==> src/rtl/ps2_sam_keyboard.sv <==
`default_nettype none
// ============================================================================
// Module   : ps2_sam_keyboard
// Purpose  : PS/2 set-2 keyboard front end for the SAM Coupe core. Receives
//            scan codes, maintains the 9x8 SAM key matrix and returns the
//            active-low column data for the row(s) addressed on A15..A8.
//            Also exports PC F1..F11 and {alt, ctrl, shift} held state for
//            the NMI / reset hot-keys at the top level.
// Ports    : clk_sys       - system clock
//            reset         - synchronous, active-high reset
//            ps2_kbd_clk   - PS/2 clock line (asynchronous)
//            ps2_kbd_data  - PS/2 data line (asynchronous)
//            addr[15:0]    - CPU address, A15..A8 select rows (active low)
//            key_data[7:0] - active-low columns; [4:0] port 254, [7:5] port 249
//            Fn[11:1]      - PC F1..F11 held, active high
//            mod[2:0]      - {alt, ctrl, shift} held, active high
// Revision : 1.0 - initial release
// ============================================================================
module ps2_sam_keyboard #(
  parameter int FILTER_LEN   = 8,
  parameter int TIMEOUT_BITS = 15
) (
  input  logic        clk_sys,
  input  logic        reset,
  input  logic        ps2_kbd_clk,
  input  logic        ps2_kbd_data,
  input  logic [15:0] addr,
  output logic [7:0]  key_data,
  output logic [11:1] Fn,
  output logic [2:0]  mod
);

  localparam int              FCW       = $clog2(FILTER_LEN + 1);
  localparam logic [FCW-1:0]  FILT_LAST = FCW'(FILTER_LEN - 1);

  // --------------------------------------------------------------------------
  // Input synchronisers (reset to the idle-high line level)
  // --------------------------------------------------------------------------
  logic [1:0] clk_sync;
  logic [1:0] dat_sync;

  always_ff @(posedge clk_sys) begin
    if (reset) begin
      clk_sync <= 2'b11;
      dat_sync <= 2'b11;
    end else begin
      clk_sync <= {clk_sync[0], ps2_kbd_clk};
      dat_sync <= {dat_sync[0], ps2_kbd_data};
    end
  end

  // --------------------------------------------------------------------------
  // Glitch filters: index 0 = clk, index 1 = data. The filtered level only
  // follows the synchronised level after FILTER_LEN consecutive samples that
  // differ from it; any agreeing sample restarts the count.
  // --------------------------------------------------------------------------
  logic [1:0] line_raw;
  logic [1:0] line_filt;

  assign line_raw = {dat_sync[1], clk_sync[1]};

  for (genvar i = 0; i < 2; i++) begin : g_filter
    logic [FCW-1:0] cnt;
    logic           filt;

    always_ff @(posedge clk_sys) begin
      if (reset) begin
        cnt  <= '0;
        filt <= 1'b1;
      end else if (line_raw[i] == filt) begin
        cnt  <= '0;
      end else if (cnt == FILT_LAST) begin
        cnt  <= '0;
        filt <= line_raw[i];
      end else begin
        cnt  <= cnt + 1'b1;
      end
    end

    assign line_filt[i] = filt;
  end

  // Receive event: filtered clk falling edge. Data is filtered with the same
  // delay, so the bit value is aligned with the event.
  logic clk_filt_q;
  logic ps2_event;
  logic ps2_bit;

  always_ff @(posedge clk_sys) begin
    if (reset) clk_filt_q <= 1'b1;
    else       clk_filt_q <= line_filt[0];
  end

  assign ps2_event = clk_filt_q & ~line_filt[0];
  assign ps2_bit   = line_filt[1];

  // --------------------------------------------------------------------------
  // Frame receiver with in-frame watchdog
  // --------------------------------------------------------------------------
  typedef enum logic [1:0] {
    RX_IDLE   = 2'd0,
    RX_DATA   = 2'd1,
    RX_PARITY = 2'd2,
    RX_STOP   = 2'd3
  } rx_state_t;

  rx_state_t               rx_state;
  logic [7:0]              rx_shift;
  logic [2:0]              rx_count;
  logic                    rx_parity;
  logic [TIMEOUT_BITS-1:0] wd_cnt;
  logic                    byte_valid;
  logic [7:0]              rx_byte;

  always_ff @(posedge clk_sys) begin
    if (reset) begin
      rx_state   <= RX_IDLE;
      rx_shift   <= '0;
      rx_count   <= '0;
      rx_parity  <= 1'b0;
      wd_cnt     <= '0;
      byte_valid <= 1'b0;
      rx_byte    <= '0;
    end else begin
      byte_valid <= 1'b0;

      if (rx_state == RX_IDLE || ps2_event) wd_cnt <= '0;
      else                                  wd_cnt <= wd_cnt + 1'b1;

      if (rx_state != RX_IDLE && !ps2_event && (&wd_cnt)) begin
        // Line went quiet mid-frame: drop the partial byte.
        rx_state <= RX_IDLE;
      end else if (ps2_event) begin
        case (rx_state)
          RX_IDLE: begin
            if (!ps2_bit) begin
              rx_state <= RX_DATA;
              rx_count <= '0;
            end
          end
          RX_DATA: begin
            rx_shift <= {ps2_bit, rx_shift[7:1]};
            rx_count <= rx_count + 1'b1;
            if (rx_count == 3'd7) rx_state <= RX_PARITY;
          end
          RX_PARITY: begin
            rx_parity <= ps2_bit;
            rx_state  <= RX_STOP;
          end
          RX_STOP: begin
            // Odd parity: data plus parity must hold an odd number of ones.
            if (ps2_bit && (^{rx_shift, rx_parity})) begin
              byte_valid <= 1'b1;
              rx_byte    <= rx_shift;
            end
            rx_state <= RX_IDLE;
          end
          default: rx_state <= RX_IDLE;
        endcase
      end
    end
  end

  // --------------------------------------------------------------------------
  // Scan-code lookup. loc = {hit, row[3:0], col[2:0]}.
  // --------------------------------------------------------------------------
  function automatic logic [7:0] k(input int r, input int c);
    return {1'b1, 4'(r), 3'(c)};
  endfunction

  logic       rel_flag;
  logic       ext_flag;
  logic [7:0] loc;
  logic       ctrl_hit;   // either ctrl also drives row-8 CTRL
  logic       fn_hit;
  logic [3:0] fn_idx;
  logic       mod_hit;
  logic [1:0] mod_idx;

  always_comb begin
    loc      = '0;
    ctrl_hit = 1'b0;
    fn_hit   = 1'b0;
    fn_idx   = '0;
    mod_hit  = 1'b0;
    mod_idx  = '0;

    if (ext_flag) begin
      case (rx_byte)
        8'h14:   begin loc = k(7, 1); ctrl_hit = 1'b1; mod_hit = 1'b1; mod_idx = 2'd1; end
        8'h11:   begin mod_hit = 1'b1; mod_idx = 2'd2; end   // right alt: modifier only
        8'h5A:   loc = k(6, 0);                               // keypad enter
        8'h75:   loc = k(8, 1);
        8'h72:   loc = k(8, 2);
        8'h6B:   loc = k(8, 3);
        8'h74:   loc = k(8, 4);
        default: loc = '0;
      endcase
    end else begin
      case (rx_byte)
        8'h12, 8'h59: begin loc = k(0, 0); mod_hit = 1'b1; mod_idx = 2'd0; end
        8'h1A: loc = k(0, 1);  8'h22: loc = k(0, 2);  8'h21: loc = k(0, 3);
        8'h2A: loc = k(0, 4);  8'h69: loc = k(0, 5);  8'h72: loc = k(0, 6);
        8'h7A: loc = k(0, 7);
        8'h1C: loc = k(1, 0);  8'h1B: loc = k(1, 1);  8'h23: loc = k(1, 2);
        8'h2B: loc = k(1, 3);  8'h34: loc = k(1, 4);  8'h6B: loc = k(1, 5);
        8'h73: loc = k(1, 6);  8'h74: loc = k(1, 7);
        8'h15: loc = k(2, 0);  8'h1D: loc = k(2, 1);  8'h24: loc = k(2, 2);
        8'h2D: loc = k(2, 3);  8'h2C: loc = k(2, 4);  8'h6C: loc = k(2, 5);
        8'h75: loc = k(2, 6);  8'h7D: loc = k(2, 7);
        8'h16: loc = k(3, 0);  8'h1E: loc = k(3, 1);  8'h26: loc = k(3, 2);
        8'h25: loc = k(3, 3);  8'h2E: loc = k(3, 4);  8'h76: loc = k(3, 5);
        8'h0D: loc = k(3, 6);  8'h58: loc = k(3, 7);
        8'h45: loc = k(4, 0);  8'h46: loc = k(4, 1);  8'h3E: loc = k(4, 2);
        8'h3D: loc = k(4, 3);  8'h36: loc = k(4, 4);  8'h4E: loc = k(4, 5);
        8'h55: loc = k(4, 6);  8'h66: loc = k(4, 7);
        8'h4D: loc = k(5, 0);  8'h44: loc = k(5, 1);  8'h43: loc = k(5, 2);
        8'h3C: loc = k(5, 3);  8'h35: loc = k(5, 4);  8'h54: loc = k(5, 5);
        8'h5B: loc = k(5, 6);  8'h70: loc = k(5, 7);
        8'h5A: loc = k(6, 0);  8'h4B: loc = k(6, 1);  8'h42: loc = k(6, 2);
        8'h3B: loc = k(6, 3);  8'h33: loc = k(6, 4);  8'h4C: loc = k(6, 5);
        8'h52: loc = k(6, 6);
        8'h11: begin loc = k(6, 7); mod_hit = 1'b1; mod_idx = 2'd2; end
        8'h29: loc = k(7, 0);
        8'h14: begin loc = k(7, 1); ctrl_hit = 1'b1; mod_hit = 1'b1; mod_idx = 2'd1; end
        8'h3A: loc = k(7, 2);  8'h31: loc = k(7, 3);  8'h32: loc = k(7, 4);
        8'h41: loc = k(7, 5);  8'h49: loc = k(7, 6);  8'h4A: loc = k(7, 7);
        8'h05: begin fn_hit = 1'b1; fn_idx = 4'd1;  end
        8'h06: begin fn_hit = 1'b1; fn_idx = 4'd2;  end
        8'h04: begin fn_hit = 1'b1; fn_idx = 4'd3;  end
        8'h0C: begin fn_hit = 1'b1; fn_idx = 4'd4;  end
        8'h03: begin fn_hit = 1'b1; fn_idx = 4'd5;  end
        8'h0B: begin fn_hit = 1'b1; fn_idx = 4'd6;  end
        8'h83: begin fn_hit = 1'b1; fn_idx = 4'd7;  end
        8'h0A: begin fn_hit = 1'b1; fn_idx = 4'd8;  end
        8'h01: begin fn_hit = 1'b1; fn_idx = 4'd9;  end
        8'h09: begin fn_hit = 1'b1; fn_idx = 4'd10; end
        8'h78: begin fn_hit = 1'b1; fn_idx = 4'd11; end
        default: loc = '0;
      endcase
    end
  end

  // --------------------------------------------------------------------------
  // Decoder state and key matrix. Matrix bits are active low; row 8 bits 7:5
  // are never written and so always read as 1.
  // --------------------------------------------------------------------------
  logic [7:0] matrix [0:8];
  logic [2:0] skip_cnt;

  always_ff @(posedge clk_sys) begin
    if (reset) begin
      for (int r = 0; r < 9; r++) matrix[r] <= 8'hFF;
      Fn       <= '0;
      mod      <= '0;
      rel_flag <= 1'b0;
      ext_flag <= 1'b0;
      skip_cnt <= '0;
    end else if (byte_valid) begin
      if (skip_cnt != 3'd0) begin
        skip_cnt <= skip_cnt - 1'b1;
      end else if (rx_byte == 8'hF0) begin
        rel_flag <= 1'b1;
      end else if (rx_byte == 8'hE0) begin
        ext_flag <= 1'b1;
      end else if (rx_byte == 8'hE1) begin
        // Pause sends E1 followed by seven bytes that carry no key.
        skip_cnt <= 3'd7;
      end else begin
        rel_flag <= 1'b0;
        ext_flag <= 1'b0;
        if (loc[7])   matrix[loc[6:3]][loc[2:0]] <= rel_flag;
        if (ctrl_hit) matrix[8][0]               <= rel_flag;
        if (fn_hit)   Fn[fn_idx]                 <= ~rel_flag;
        if (mod_hit)  mod[mod_idx]               <= ~rel_flag;
      end
    end
  end

  // --------------------------------------------------------------------------
  // Row readout: AND of every addressed row; row 8 only when A15..A8 all high.
  // --------------------------------------------------------------------------
  always_comb begin
    key_data = 8'hFF;
    for (int r = 0; r < 8; r++) begin
      if (!addr[8+r]) key_data = key_data & matrix[r];
    end
    if (addr[15:8] == 8'hFF) key_data = key_data & matrix[8];
  end

endmodule
`default_nettype wire

==> config.mk <==
export PLATFORM = sky130hd
export DESIGN_NAME = ps2_sam_keyboard
export DESIGN_NICKNAME = d
export VERILOG_FILES = /design/src/rtl/ps2_sam_keyboard.sv
export SDC_FILE = /design/constraint.sdc
export NUM_CORES = 1
export LEC_CHECK = 0
export CORE_ASPECT_RATIO = 0.6
export CORE_MARGIN = 4
export CORE_UTILIZATION = 30
export CTS_BUF_LIST = sky130_fd_sc_hd__clkbuf_16
export DETAILED_ROUTE_END_ITERATION = 6
export RECOVER_POWER = 50
export SKIP_CTS_REPAIR_TIMING = 1
export SLEW_MARGIN = 10
export SYNTH_ARGS = -nofsm -noshare
export SYNTH_HDL_FRONTEND = slang
export SYNTH_SLANG_ARGS = --single-unit
==> constraint.sdc <==
create_clock -name clk_sys -period 2.9 [get_ports clk_sys]
set_input_delay 0.58 -clock clk_sys [delete_from_list [all_inputs] [get_ports clk_sys]]
set_output_delay 0.58 -clock clk_sys [all_outputs]
set_load 0.005 [all_outputs]
---- Word-level counts from Yosys, hierarchy flattened ----
Memories as Yosys holds them, arrays and structs flattened.
Cells that the tools add are included.
Widths: inputs -> output; s select.
word-level totals
  register bits ........................... 72
  bits in writable memories ............... 72
  input bits .............................. 20
  output and inout port bits .............. 22
  logic and storage cells ................. 249
  memories kept ........................... 1
cells by class
  $add $sub $neg .......................... 5
  order comparisons ....................... 6
  equal/unequal tests ..................... 95
  mux-type cells .......................... 65
  bitwise logic cells ..................... 21
  reductions and logical operators ........ 37
memories
  name    words  bits a word  rd ports  clocked after memory_dff  wr ports  RTL line  source
  matrix  9      8            9         0                         9         248       logic [7:0] matrix [0:8];
operators with widths
  cell                   number
  $pmux 8 s64            1
  $eq 8x7->1 const B     32
  $eq 8x6->1 const B     23
  $mux 8                 13
  $eq 8x5->1 const B     10
  $and 8x8->8            8
  $pmux 8 s6             1
  $pmux 4 s11            1
  $eq 8x4->1 const B     5
  $eq 8x8->1 const B     5
  $mux 1                 32
  $eq 8x3->1 const B     3
  $reduce_and 4->1       5
  $add 15x1->15 const B  1
  $mux 3                 5
  $reduce_and 15->1      1
  $ne 2x2->1 const B     7
  $reduce_and 6->1       2
  $bwmux 11              1
  $not 1->1              11
  $reduce_or 11->1       1
  $reduce_and 3->1       3
  $reduce_xor 9->1       1
  $add 4x1->4 const B    2
  other kinds (37)       55

---- Longest topological paths before layout ----
Gate-level depths: netlist (run 1).
  depth in word-level cells ............... 17
  mapped depth ............................ 13
  gate-level depth less buffers ........... 9

---- Worst setup path after synthesis (run 1) ----
No wires, ideal clock.
  kind .................................... reg2reg
  start point ............................. register rx_byte[4]
  end point ............................... memory matrix[7][3], enable pin
  setup time .............................. 0.307 ns
  arrival ................................. 2.754 ns
  required time ........................... 2.593 ns
  path slack .............................. -0.161 ns
  cell stages (with the launch flop) ...... 13
  buffers on the path ..................... 4
  clock period less this slack ............ 3.061 ns
  cells stage by stage .................... dfxtp_1 -> buf_2 -> buf_6 -> and4b_4 -> a32o_1 -> a31oi_1 -> nand3_1 -> or4_4 -> o21a_1 -> or3_1 -> buf_2 -> buf_2 -> o21bai_1
RTL lines
  element                 RTL line  source
  from (decl)             113       logic [7:0] rx_byte;
  from (signal assigned)  154       rx_byte <= rx_shift;
  to (decl)               248

==> results of run 1 <==
registers in the layout (all words and copies together) (netlist names):
register and cells:
mod 3, dat_sync 2, g_filter.cnt 8, rx_parity 1, wd_cnt 15, rel_flag 1
rx_shift 8, matrix 72, rx_byte 8, rx_count 3, clk_sync 2, g_filter.filt 2
Fn 11, clk_filt_q 1, byte_valid 1, skip_cnt 3, ext_flag 1, rx_state 2
report_power, final:
| part | internal (mW) | switching, mW | leakage (nW) |
|---|---|---|---|
| logic | 0.0895 | 0.0828 | 3.10 |
| clock network | 1.12 | 0.838 | 0.273 |
| registers | 2.13 | 0.00324 | 1.09 |
area by class of cell:
cell class	count	area [um2]
fill	2459	14220
multi-input combinational	667	5061
sequential	144	3628
timing repair buffer	284	2779
clock buffer	18	450.4
tap	360	450.4
clock inverter	13	72.57
inverter	12	45.04
critical path, cell delays in order (launching register included):
cell and delay [ns]:
dfxtp_4 0.40, buf_6 0.16, and4b_2 0.26, a32o_2 0.27
a31oi_4 0.16, nand3_2 0.10, or4_4 0.61, o21a_1 0.23
or3_4 0.40, buf_12 0.17, o21bai_1 0.16
placed cells by master (no fill, tap or decap), types with 6 or more instances in the layout:
master,n
nor4_2,9
buf_6,53
dfxtp_4,6
buf_12,14
clkdlybuf4s50_1,22
mux2i_1,11
nand2b_4,24
nand2_1,42
nand4_1,11
or2_2,6
nand2b_1,36
a21oi_1,35
buf_4,169
inv_1,14
or3_1,33
o22ai_1,33
xnor2_1,17
a31oi_1,8
nand2_2,8
nand3_1,28
ha_1,11
edfxtp_1,72
dlymetal6s2s_1,10
nor2b_1,8
o21a_1,10
nand3b_1,7
xor2_1,9
o21ai_0,28
nor2_1,65
nor2_4,6
dfxtp_1,64
o21bai_4,10
nand4b_1,6
o21bai_1,57
nor3_1,16
clkbuf_16,26
per-layer routing:
| metal | vias up | wire [um] | part of all wire [%] |
|---|---|---|---|
| met5 | - | 0 | 0 |
| met3 | 34 | 3100 | 11 |
| li1 | 3783 | - | - |
| met1 | 3924 | 14580 | 49 |
| met2 | 382 | 11520 | 39 |
| met4 | 0 | 304 | 1.0 |
how the worst min path moves through the flow:
stage | from | end | slack [ns]
after CTS | clk_sync[0] | clk_sync[1] | 0.41
after global placement | clk_sync[0] | clk_sync[1] | 0.40
after detailed placement | dat_sync[0] | dat_sync[1] | 0.40
final | clk_sync[0] | clk_sync[1] | 0.41
after global routing | dat_sync[0] | dat_sync[1] | 0.43
after floorplan | clk_sync[0] | clk_sync[1] | 0.39
per-stage QoR:
| stage | total power, mW | hold WS, ns | instance area [um2] |
|---|---|---|---|
| final | 4.268 | 0.4085 | 12490 |
| after detailed placement | 2.331 | 0.3992 | 10300 |
| after floorplan | 2.270 | 0.3895 | 8361 |
| after global placement | 2.329 | 0.3954 | 10300 |
| after CTS | 4.298 | 0.4123 | 10820 |
| after global routing | 4.409 | 0.4264 | 12490 |
cell families after synthesis:
logic type	count (synthesis)	synth area share, %
simple gates	370	24.83
compound gates	245	20.27
flops	144	43.84
buf+inv	99	5.099
xor+xnor	26	2.770
mux	12	1.476
fa+ha+maj	11	1.674
other cells	1	0.04562
==> results.sh, run 1 <==
export IMPL_status="complete, but fails checks"
export IMPL_failed_checks="capacitance limit, slew limit, setup timing"
export IMPL_clkSinkCount=144
export IMPL_slew_violations=43
export IMPL_synth_edf_count=72
export IMPL_final_antenna_net_count=0
export IMPL_syn_area_per_cell_um2=9.053
export IMPL_grt_max_degree=72
export IMPL_grt_pass1_wl_mm=41.47
export IMPL_rows=46
export IMPL_reg2reg_depth=10
export IMPL_synth_area_leaders="edfxtp_1 (26%), dfxtp_1 (18%), o21bai_1 (6.1%)"
export IMPL_fin_crit_ns=3.222
export IMPL_finalSetupViolations=132
export IMPL_synth_seq_area_share_pct=43.84
export IMPL_r2r_start="rx_byte[2]"
export IMPL_cp_data_arrival_time_ns=3.36
export IMPL_required_ns=3.03
export IMPL_clock_latency_ns=0.43
export IMPL_grtUsageTotal_pct=17.66
export IMPL_endpoint="matrix[6][3]"
export IMPL_syn_cell_area_mm2=0.008220
export IMPL_drt_iter0_markers=955
export IMPL_period_share_pct=111.1
export IMPL_initial_core_util_pct=30.78
export IMPL_cp_startpoint="rx_byte[2]"
export IMPL_cts_buffer_depth=2
export IMPL_fin_tns_setup_ns=-20.03
export IMPL_gp_congestion=0.9860
export IMPL_busiest_layer="met1"
export IMPL_clk_pin_slew_ns=0.06
export IMPL_maxCapViolations=1
export IMPL_slew_headroom_pct=-22.83
export IMPL_ir_drop_v=0.0004029
export IMPL_finClkSkew_ns=0.01262
export IMPL_vias_per_cell=5.423
export IMPL_synth_seq_cells=144
export IMPL_grt_setup_unrepaired="yes"
export IMPL_synth_common_cells="dfxtp_1 (72), edfxtp_1 (72), nor2_1 (71), o21bai_1 (67), nand2b_1 (61)"
export IMPL_routed_wl_mm=29.50
export IMPL_min_path_type="register to register"
export IMPL_clockRootBuffer="clkbuf_16"
export IMPL_yosys_warnings=0
export IMPL_whs_path_depth=1
export IMPL_leakage_nw=4.461
export IMPL_critPathCaptureType="register"
export IMPL_final_core_util_pct=46.76
export IMPL_io_buffers=33
export IMPL_grt_pass1_vias=7085
export IMPL_synthArstFlopShare_pct=0
export IMPL_use_met2_pct=22.32
export IMPL_drive_gt1_share_pct=37.26
export IMPL_design_core_area_mm2=0.02671
export IMPL_synth_top_area_cell="edfxtp_1"
export IMPL_use_met1_pct=28.24
export IMPL_stdcell_count=1498
export IMPL_placed_cells=1415
export IMPL_path_class="register to register"
export IMPL_htreeDepth=4
export IMPL_use_met3_pct=5.740
export IMPL_timing_fmax_mhz=310.4
export IMPL_r2r_setup_slack_ns=-0.32
export IMPL_timing_worst_slew_pin_value_ns=1.842
export IMPL_num_antenna_cells=0
export IMPL_setup_ws_ns=-0.3215
export IMPL_fp_dieH_um=136.2
export IMPL_vias=8123
export IMPL_cp_max_fo=8
export IMPL_hold_viol_final=0
export IMPL_synthFlopType="edfxtp_1"
export IMPL_synthCells=908
export IMPL_antenna_found_initial=0
export IMPL_die_x_um=221.7
export IMPL_dp_hpwl_mm=20.45
export IMPL_gr_total_overflow=0
export IMPL_synth_top_area_share_pct=26.30
export IMPL_pre_cts_ws_ns=-0.5008
export IMPL_cts_tree="built"
export IMPL_reg2reg_to="matrix[6][3]"
export IMPL_power_density_mw_per_mm2=341.8
export IMPL_cts_buffers=17
export IMPL_area_delta_synth_final_pct=51.90
export IMPL_firstDrtPassIters=5
export IMPL_wl_per_cell_um=19.70
export IMPL_io_pins=42
export IMPL_drcViolationCount=0
export IMPL_synth_cell_types=79
export IMPL_startpoint_type="register"
export IMPL_die_area_mm2=0.03020
export IMPL_final_nets=1157
No activity file was read; power rests on OpenSTA's default activity.
==> inputs of run 2 (changes only) <==
GPL_ROUTABILITY_DRIVEN = 0   (was unset)
PLACE_DENSITY = 0.5   (was unset)
SKIP_CTS_REPAIR_TIMING = unset   (was 1)
==> results.sh, run 2 (same netlist as run 1, synthesis figures left out) <==
export IMPL_timing_fmax_mhz=316.6
export IMPL_fillers=2512
export IMPL_antenna_found_initial=0
export IMPL_die_x_um=221.7
export IMPL_vias=8150
export IMPL_cp_max_fo=7
export IMPL_final_antenna_net_count=0
export IMPL_vias_per_cell=5.426
export IMPL_mostFrequentLayoutCells="buf_4 (160), edfxtp_1 (72), dfxtp_1 (63), buf_6 (63), nor2_1 (62)"
export IMPL_power_density_mw_per_mm2=351.4
export IMPL_critPathCaptureType="register"
export IMPL_initial_core_util_pct=30.78
export IMPL_maxCapViolations=2
export IMPL_startpoint_type="register"
export IMPL_die_area_mm2=0.03020
export IMPL_whs_path_depth=1
export IMPL_fin_crit_ns=3.159
export IMPL_firstDrtPassIters=7
export IMPL_placed_area_mm2=0.01029
export IMPL_dp_hpwl_mm=20.74
export IMPL_cts_buffer_depth=2
export IMPL_hold_viol_final=0
export IMPL_leakage_nw=4.309
export IMPL_largest_reg_flops=72
export IMPL_num_antenna_cells=0
export IMPL_io_buffers=33
export IMPL_area_delta_synth_final_pct=52.28
export IMPL_failed_checks="capacitance limit, slew limit, setup timing"
export IMPL_setup_ws_ns=-0.2586
export IMPL_period_share_pct=108.9
export IMPL_grt_pass1_vias=7421
export IMPL_clock_latency_ns=0.44
export IMPL_top_layer_used="met4"
export IMPL_final_core_util_pct=46.88
export IMPL_finalInstanceArea_mm2=0.01252
export IMPL_gr_total_overflow=0
export IMPL_cts_tree="built"
export IMPL_drive_gt1_share_pct=37.13
export IMPL_status="complete, but fails checks"
export IMPL_clk_pin_slew_ns=0.06
export IMPL_final_common_cell="buf_4"
export IMPL_final_nets=1160
export IMPL_clkSinkCount=144
export IMPL_drt_iter0_markers=978
export IMPL_design_core_area_mm2=0.02671
export IMPL_finalSetupViolations=124
export IMPL_largest_register="matrix"
export IMPL_clockRootBuffer="clkbuf_16"
export IMPL_wl_per_cell_um=20.35
export IMPL_rows=46
export IMPL_io_pins=42
export IMPL_hold_start="clk_sync[0]"
export IMPL_dr_wl_met2_mm=11.47
export IMPL_holdPathEnd="clk_sync[1]"
export IMPL_reg2reg_to="matrix[3][3]"
export IMPL_grtUsageTotal_pct=19.19
export IMPL_timing_worst_slew_pin_value_ns=2.075
export IMPL_ctsHoldBuffers=0
export IMPL_slew_headroom_pct=-38.30
export IMPL_power_total_mw=4.399
export IMPL_required_ns=3.05
export IMPL_htreeDepth=4
export IMPL_grt_setup_unrepaired="yes"
export IMPL_r2r_start="rx_byte[0]"
export IMPL_reg2reg_depth=11
export IMPL_finClkSkew_ns=0.01314
export IMPL_reg_top3="matrix: 72 flops, wd_cnt: 15 flops, Fn: 11 flops"
export IMPL_path_class="register to register"
export IMPL_drt_met1_wl_mm=15.24
export IMPL_grt_pass1_wl_mm=44.44
export IMPL_cts_buffers=17
export IMPL_ir_drop_v=0.0003430
export IMPL_routed_wl_mm=30.57
export IMPL_drcViolationCount=0
export IMPL_r2r_setup_slack_ns=-0.26
export IMPL_cp_data_arrival_time_ns=3.31
export IMPL_fp_dieH_um=136.2
export IMPL_dr_wl_met3_mm=3.491
export IMPL_slew_violations=128
export IMPL_min_path_type="register to register"
export IMPL_grt_max_degree=79
-- run 2: cell count changes in the layout (fill, tap and decap cells not counted), sizes merged, moves of 3 or more --
| cell | change |
|---|---|
| clkinv | +3 |
| dlygate4sd2 | +7 |
| dlymetal6s2s | -9 |
| clkbuf | -6 |
| buf | +7 |
| dlygate4sd3 | +3 |
-- run 2: how the worst max path moves through the flow --
stage | from | cells past startpoint | endpoint
2_1_floorplan | rx_byte[2] | 11 | matrix[0][3]
3_3_place_gp | rx_byte[1] | 10 | matrix[4][3]
3_5_place_dp | rx_byte[1] | 10 | matrix[3][3]
4_1_cts | rx_byte[0] | 10 | matrix[3][3]
5_1_grt | rx_byte[5] | 11 | matrix[3][3]
6_report | rx_byte[0] | 11 | matrix[3][3]
-- run 2: metrics by stage --
stage                     hold slack [ns]  worst slack [ns]  TNS, ns  std cells
after floorplan                    0.3895           -0.1079  -0.9388        910
final                              0.4176           -0.2586   -13.54       1502
after global routing               0.4333           -0.3106   -29.21       1502
after global placement             0.4029           -0.5095   -50.80       1407
after detailed placement           0.4033           -0.5356   -51.43       1407
after CTS                          0.4210           -0.2028   -7.597       1456
-- run 2: final cells by class --
class,count,area [um2],area share (%)
Tap cell,360,450.4,3.598
Sequential cell,144,3632,29.02
Clock inverter,15,121.4,0.9695
Timing Repair Buffer,287,2795,22.33
Multi-Input combinational cell,667,5049,40.33
Clock buffer,17,425.4,3.398
Inverter,12,45.04,0.3598
-- run 2: per-layer routing --
metal	vias to the layer above	track usage [%]
met5	-	0
met4	0	4.682
met3	34	6.280
met2	371	24.47
met1	3963	30.24
li1	3782	-
-- run 2: worst max-delay path, stage by stage (launching register included) --
cell and delay, ns:
dfxtp_4 0.40, buf_12 0.15, or3b_4 0.24, a2111oi_4 0.06, buf_4 0.17, a211oi_4 0.17, nand3_2 0.11, or4_4 0.60
o21a_1 0.23, or3_4 0.42, buf_6 0.16, o21bai_1 0.15
-- run 2: report_power, final --
part	total, mW	internal [mW]	switching [mW]
registers	2.13	2.13	0.00327
clock network	2.09	1.17	0.918
logic	0.175	0.0905	0.0849
-- run 2: what timing repair did --
action,in CTS,in global routing
setup endpoints to repair,148,152
cloned,2,6
resized for setup,115,152
pin swaps,25,45
buffers inserted,17,44
